===== config.mk =====
export PLATFORM = sky130hd
export DESIGN_NAME = nibble_serial_sub
export DESIGN_NICKNAME = d
export VERILOG_FILES = /design/src/rtl/nibble_serial_sub_pkg.sv /design/src/rtl/nibble_serial_sub_nibble_sub4.sv /design/src/rtl/nibble_serial_sub.sv
export SDC_FILE = /design/constraint.sdc
export NUM_CORES = 1
export LEC_CHECK = 0
export CORE_MARGIN = 10
export CORE_UTILIZATION = 36
export CTS_CLUSTER_DIAMETER = 60
export DETAILED_ROUTE_END_ITERATION = 8
export PLACE_DENSITY = 0.63
export SLEW_MARGIN = 25
export SYNTH_ARGS = -nofsm -noshare
export SYNTH_HDL_FRONTEND = slang
export SYNTH_SLANG_ARGS = --single-unit
export TNS_END_PERCENT = 10

===== constraint.sdc =====
create_clock -name clk -period 3.2 [get_ports clk]
set_clock_uncertainty 0.15 [all_clocks]
set_input_delay 0.8 -clock clk [delete_from_list [all_inputs] [get_ports clk]]
set_output_delay 0.8 -clock clk [all_outputs]
set_load 0.02 [all_outputs]

===== src/rtl/nibble_serial_sub_pkg.sv =====
// nibble_serial_sub shared definitions:
// FSM encodings and nibble counter sizing.
package nibble_serial_sub_pkg;

    localparam logic [1:0] S_IDLE = 2'd0;
    localparam logic [1:0] S_RUN  = 2'd1;
    localparam logic [1:0] S_DONE = 2'd2;

    // Counter width for nib nibbles, never below one bit.
    function automatic int nib_bits(input int nib);
        return (nib > 1) ? $clog2(nib) : 1;
    endfunction

endpackage


===== src/rtl/nibble_serial_sub_nibble_sub4.sv =====
// nibble_sub4: combinational 4-bit ripple-borrow
// subtractor built from full subtractors.
module nibble_sub4 (
    input  logic [3:0] a,
    input  logic [3:0] b,
    input  logic       kin,
    output logic [3:0] d,
    output logic       kout
);

    logic [4:0] k;

    assign k[0] = kin;

    for (genvar i = 0; i < 4; i++) begin : g_fs
        assign d[i]   = a[i] ^ b[i] ^ k[i];
        assign k[i+1] = (~a[i] & b[i])
                      | (~(a[i] ^ b[i]) & k[i]);
    end

    assign kout = k[4];

endmodule


===== src/rtl/nibble_serial_sub.sv =====
// nibble_serial_sub: WIDTH-bit A - B - Bin computed
// one nibble per clock through a 4-bit borrow stage.
module nibble_serial_sub
    import nibble_serial_sub_pkg::*;
#(
    parameter int WIDTH = 16
) (
    input  logic             clk,
    input  logic             rst,
    input  logic             start,
    input  logic [WIDTH-1:0] a,
    input  logic [WIDTH-1:0] b,
    input  logic             bin,
    output logic             busy,
    output logic             done,
    output logic [WIDTH-1:0] d,
    output logic             bout,
    output logic             zero
);

    localparam int NIB = WIDTH / 4;
    localparam int NB  = nib_bits(NIB);
    localparam logic [NB-1:0] LAST = NB'(NIB - 1);

    logic [1:0]       state;
    logic [NB-1:0]    cnt;
    logic             brw;
    logic [WIDTH-1:0] sa;
    logic [WIDTH-1:0] sb;
    logic [WIDTH-1:0] res;
    logic [WIDTH-1:0] res_nxt;
    logic [3:0]       dn;
    logic             ko;
    logic             last;

    nibble_sub4 u_sub (
        .a    (sa[3:0]),
        .b    (sb[3:0]),
        .kin  (brw),
        .d    (dn),
        .kout (ko)
    );

    // New nibble enters at the top; after NIB shifts
    // the first nibble has reached the bottom.
    assign res_nxt = WIDTH'({dn, res} >> 4);
    assign last    = (cnt == LAST);

    assign busy = (state != S_IDLE);
    assign done = (state == S_DONE);

    // Sequencer: IDLE -> RUN for NIB cycles -> DONE.
    always_ff @(posedge clk or posedge rst) begin
        if (rst) begin
            state <= S_IDLE;
            cnt   <= '0;
        end else begin
            case (state)
                S_IDLE: begin
                    if (start) begin
                        state <= S_RUN;
                        cnt   <= '0;
                    end
                end
                S_RUN: begin
                    cnt <= cnt + 1'b1;
                    if (last) begin
                        state <= S_DONE;
                    end
                end
                S_DONE: state <= S_IDLE;
                default: state <= S_IDLE;
            endcase
        end
    end

    // Operand capture and per-nibble shifting.
    always_ff @(posedge clk or posedge rst) begin
        if (rst) begin
            sa  <= '0;
            sb  <= '0;
            brw <= 1'b0;
            res <= '0;
        end else if (state == S_IDLE) begin
            if (start) begin
                sa  <= a;
                sb  <= b;
                brw <= bin;
            end
        end else if (state == S_RUN) begin
            sa  <= sa >> 4;
            sb  <= sb >> 4;
            brw <= ko;
            res <= res_nxt;
        end
    end

    // Visible result, touched only on the final nibble.
    always_ff @(posedge clk or posedge rst) begin
        if (rst) begin
            d    <= '0;
            bout <= 1'b0;
            zero <= 1'b1;
        end else if (state == S_RUN && last) begin
            d    <= res_nxt;
            bout <= ko;
            zero <= ~|res_nxt;
        end
    end

endmodule


==> metrics.md <==
| Metric | Value |
|---|---|
| Starting Density | `37.6%` |
| Via count | `roughly 2300` |
| Slew at the pin with the worst max-slew slack | `0.611 ns` |
| Syn_nets | `336` |
| Port Buffer Count | `55` |
| Pwr Density | `977 nW/um2` |
| Fin. Hold Viols | `0` |
| GRT Total Usage | `between 10% and 20%` |
| Ant. Diodes | `0` |
| Largest family of logic cells by synthesized area | `compound AO/OA/AOI/OAI gates` |
| H-Tree Depth | `3` |
| Core Region | `around 8300 um2` |
| Clk pin slew, worst setup/hold paths | `0.07 ns` |
| Post-Route Setup TNS | `0 ns` |
| Post-CTS Setup Inserts | `0` |
| Die ar. | `12800 um2` |
| GR Util met1 | `14.4%` |
| Clock Latency Late Sink | `about 0.35 ns` |
| Final net count | `388` |
| Critical Path AT | `slightly below 3 ns` |
| Peak supply drop | `0.325 mV` |
| M2 GR Usage | `between 15 and 20%` |
| Clock root cell | `clkbuf_8` |
| Max_slew headroom | `59.2%` |
| Chip height | `roughly 110 um` |
| M3 GR Usage | `5.23%` |
| Die W | `around 110 um` |
| Routed Antenna Nets | `0` |
| DRT Wirelength | `7510 um` |
| Synth Area in Simple Gates | `14.5%` |
| CTS Buf Count | `9` |
| RePlAce Congestion | `~0.74` |
| GRT Residual Overflow | `0` |
| Leakage power | `1.79 nW` |
| Comb pwr share | `41.9%` |
| Distinct cell type count after synthesis | `32` |
| Int Pwr | `0.00243 W` |
| First-pass GRT wire length | `12300 um` |
| Final HPWL DP | `5000 um` |
| Synth Area in Adders | `2.95%` |
| RSZ-0062 raised after global routing | `false` |
| IO Pins | `56` |
| Register bit total from synthesis | `67` |
| Area Overhead vs Synth | `27.0%` |
| Setup violators final | `0` |
| Initial antenna violation count | `0` |
| Worst setup SP type | `flop` |
| Syn_area_per_cell | `roughly 11 um2` |
| Status | `complete, no violations` |
| Most crowded layer after global routing | `met2` |
| Crit share post-route | `slightly below 90%` |
| F_max | `357 MHz` |
| Psw | `0.00146 W` |
| Post-CTS Resized | `0` |
| Post-synthesis compound-gate area fraction | `17.4%` |
| Largest net degree at the start of global routing | `54` |
| Residual DRC | `0` |
| Vias in the first global route | `~2500` |
| Count of pins over their slew limit | `0` |
| Routed len/inst | `16.4 um` |
| Sw Ratio | `37.4%` |
| Yosys warns | `0` |
| Clock buffer depth | `2` |
| Pre-antenna DRT Iters | `4` |
| DR vias/cell | `~5` |
| Critical path type | `reg -> reg` |
| Critical Path Sink Type | `flop` |
| MaxCap Viol Count | `0` |
| Clk sinks | `between 60 and 70` |
| Final min period | `~2.8 ns` |
| Synth Area in XOR/XNOR | `0%` |
| CTS tree | `done` |
| # rows | `33` |
| Post-Syn Area | `between 3000 and 4000 um2` |
| # hold bufs at CTS | `0` |
| Layout cells sized above 1 | `11.9%` |
| Clock Power Share | `about a fifth` |
| R2R setup slack | `0.40 ns` |
| Final worst slack | `0.397 ns` |
| Starting DRT DRC Count | `roughly 140` |
| Dpl ws | `about 0.4 ns` |
| Min-Delay Path Class | `reg -> reg` |
| Seq/Total Area, Yosys | `53.5%` |
| Mapped Cells | `a little under 300` |
| Sequential Power Share | `roughly 38%` |
| Critical path fanouts, max | `3` |
| Post-synthesis mux area share | `6.34%` |
| Worst path required time | `approximately 3.3 ns` |
[logic make-up (layout without fill, tap and decap cells)]
group | after synthesis | in the layout
simple gates | 88 | 88
compound gates | 90 | 90
buf+inv | 31 | 88
fa+ha+maj | 5 | 5
flops | 67 | 67
mux | 14 | 14
[power by group through the flow]
stage / Sequential, W / Clock, W / Combinational (W)
after floorplan: 0.00153 / 0 / 0.00106
after global placement: 0.00147 / 0 / 0.00160
after detailed placement: 0.00149 / 0 / 0.00164
after CTS: 0.00147 / 0.000808 / 0.00165
after global routing: 0.00152 / 0.000843 / 0.00182
final: 0.00147 / 0.000791 / 0.00163
[sequential cells by signal, indices dropped and copies added (netlist names)]
signal / count
zero: 1
res: 12
state: 2
d: 16
sb: 16
cnt: 2
sa: 16
brw: 1
bout: 1
[cells in the final DEF (no fill, tap or decap), drive strengths merged, types with 7 or more instances in the layout]
master and n:
and2 8, mux2 14, nor2b 14, dfrtp 66
nand2 50, a22oi 16, and2b 7, clkbuf 10
o21ai 37, a21oi 18, clkdlybuf4s50 55, a31oi 8
inv 10
[area by class of cell]
cell class                 instances  area, um2
timing repair buffer              61        608
clock buffer                      10        138
tap                              105        131
inverter                          11       41.3
multi-input combinational        197       1300
sequential                        67       1680
clock inverter                     6       88.8
fill                             807       4360
[layer usage]
metal,wire length [um],up-vias
met1,3410,1114
met5,0,-
met4,134,0
met3,575,10
li1,-,1123
met2,3390,75
[worst max-delay path, stage by stage (launching register included)]
cell and delay (ns):
dfrtp_1 0.38, inv_1 0.11, fa_1 0.19, inv_1 0.05, fa_1 0.37, fa_1 0.36, inv_1 0.08, fa_1 0.45
nor4_1 0.29, nand4_1 0.12, o21ai_0 0.18
[metrics by stage]
step	total power, W	instance area [um2]	utilization (%)	hold WS [ns]	std cells
floorplan	0.00258	3140	-	0.292	295
finish	0.00389	3980	47.7	0.324	457
global route	0.00418	3980	47.7	0.356	457
global placement	0.00307	3750	45.0	0.303	441
CTS	0.00393	3980	47.7	0.330	457
detailed placement	0.00313	3750	45.0	0.314	441
[final timing paths]
check / start / end / depth (start not counted)
min in group asynchronous: rst / d[5]$_DFFE_PP0P_ / 2
max in group asynchronous: rst / zero$_DFFE_PP1P_ / 3
hold reg to reg: sb[10]$_DFFE_PP0P_ / sb[10]$_DFFE_PP0P_ / 2
hold / removal: sb[10]$_DFFE_PP0P_ / sb[10]$_DFFE_PP0P_ / 2
setup / recovery: brw$_DFFE_PP0P_ / zero$_DFFE_PP1P_ / 10
setup reg to reg: brw$_DFFE_PP0P_ / zero$_DFFE_PP1P_ / 10
[Yosys cell counts]
| cell | number | area share [%] |
|---|---|---|
| a32o_1 | 3 | 0.96 |
| nand4_1 | 1 | 0.20 |
| a22oi_1 | 16 | 3.8 |
| buf_4 | 4 | 0.96 |
| a2bb2oi_1 | 6 | 1.7 |
| nor2b_1 | 13 | 2.6 |
| nor2_1 | 2 | 0.24 |
| a21oi_1 | 18 | 2.9 |
| dfrtp_1 | 66 | 53 |
| clkinv_1 | 1 | 0.12 |
| ha_1 | 1 | 0.40 |
| nor2b_4 | 1 | 0.44 |
| nand3b_4 | 1 | 0.64 |
| mux2_4 | 11 | 5.3 |
| and2_1 | 8 | 1.6 |
| inv_1 | 10 | 1.2 |
| o21ai_0 | 33 | 5.3 |
| clkbuf_1 | 7 | 0.84 |
| a31oi_1 | 8 | 1.6 |
| dfstp_2 | 1 | 0.84 |
| and2b_1 | 7 | 1.7 |
| o21bai_1 | 1 | 0.24 |
| nand2b_1 | 1 | 0.20 |
| nor4_1 | 3 | 0.60 |
| buf_2 | 5 | 0.80 |
| o21ai_1 | 4 | 0.64 |
| nor4bb_1 | 1 | 0.32 |
| mux2_2 | 3 | 1.1 |
| a22o_1 | 1 | 0.28 |
| fa_1 | 4 | 2.6 |
| nand2_1 | 50 | 6.0 |
| buf_6 | 4 | 1.4 |
No activity file was read; power rests on OpenSTA's default activity.
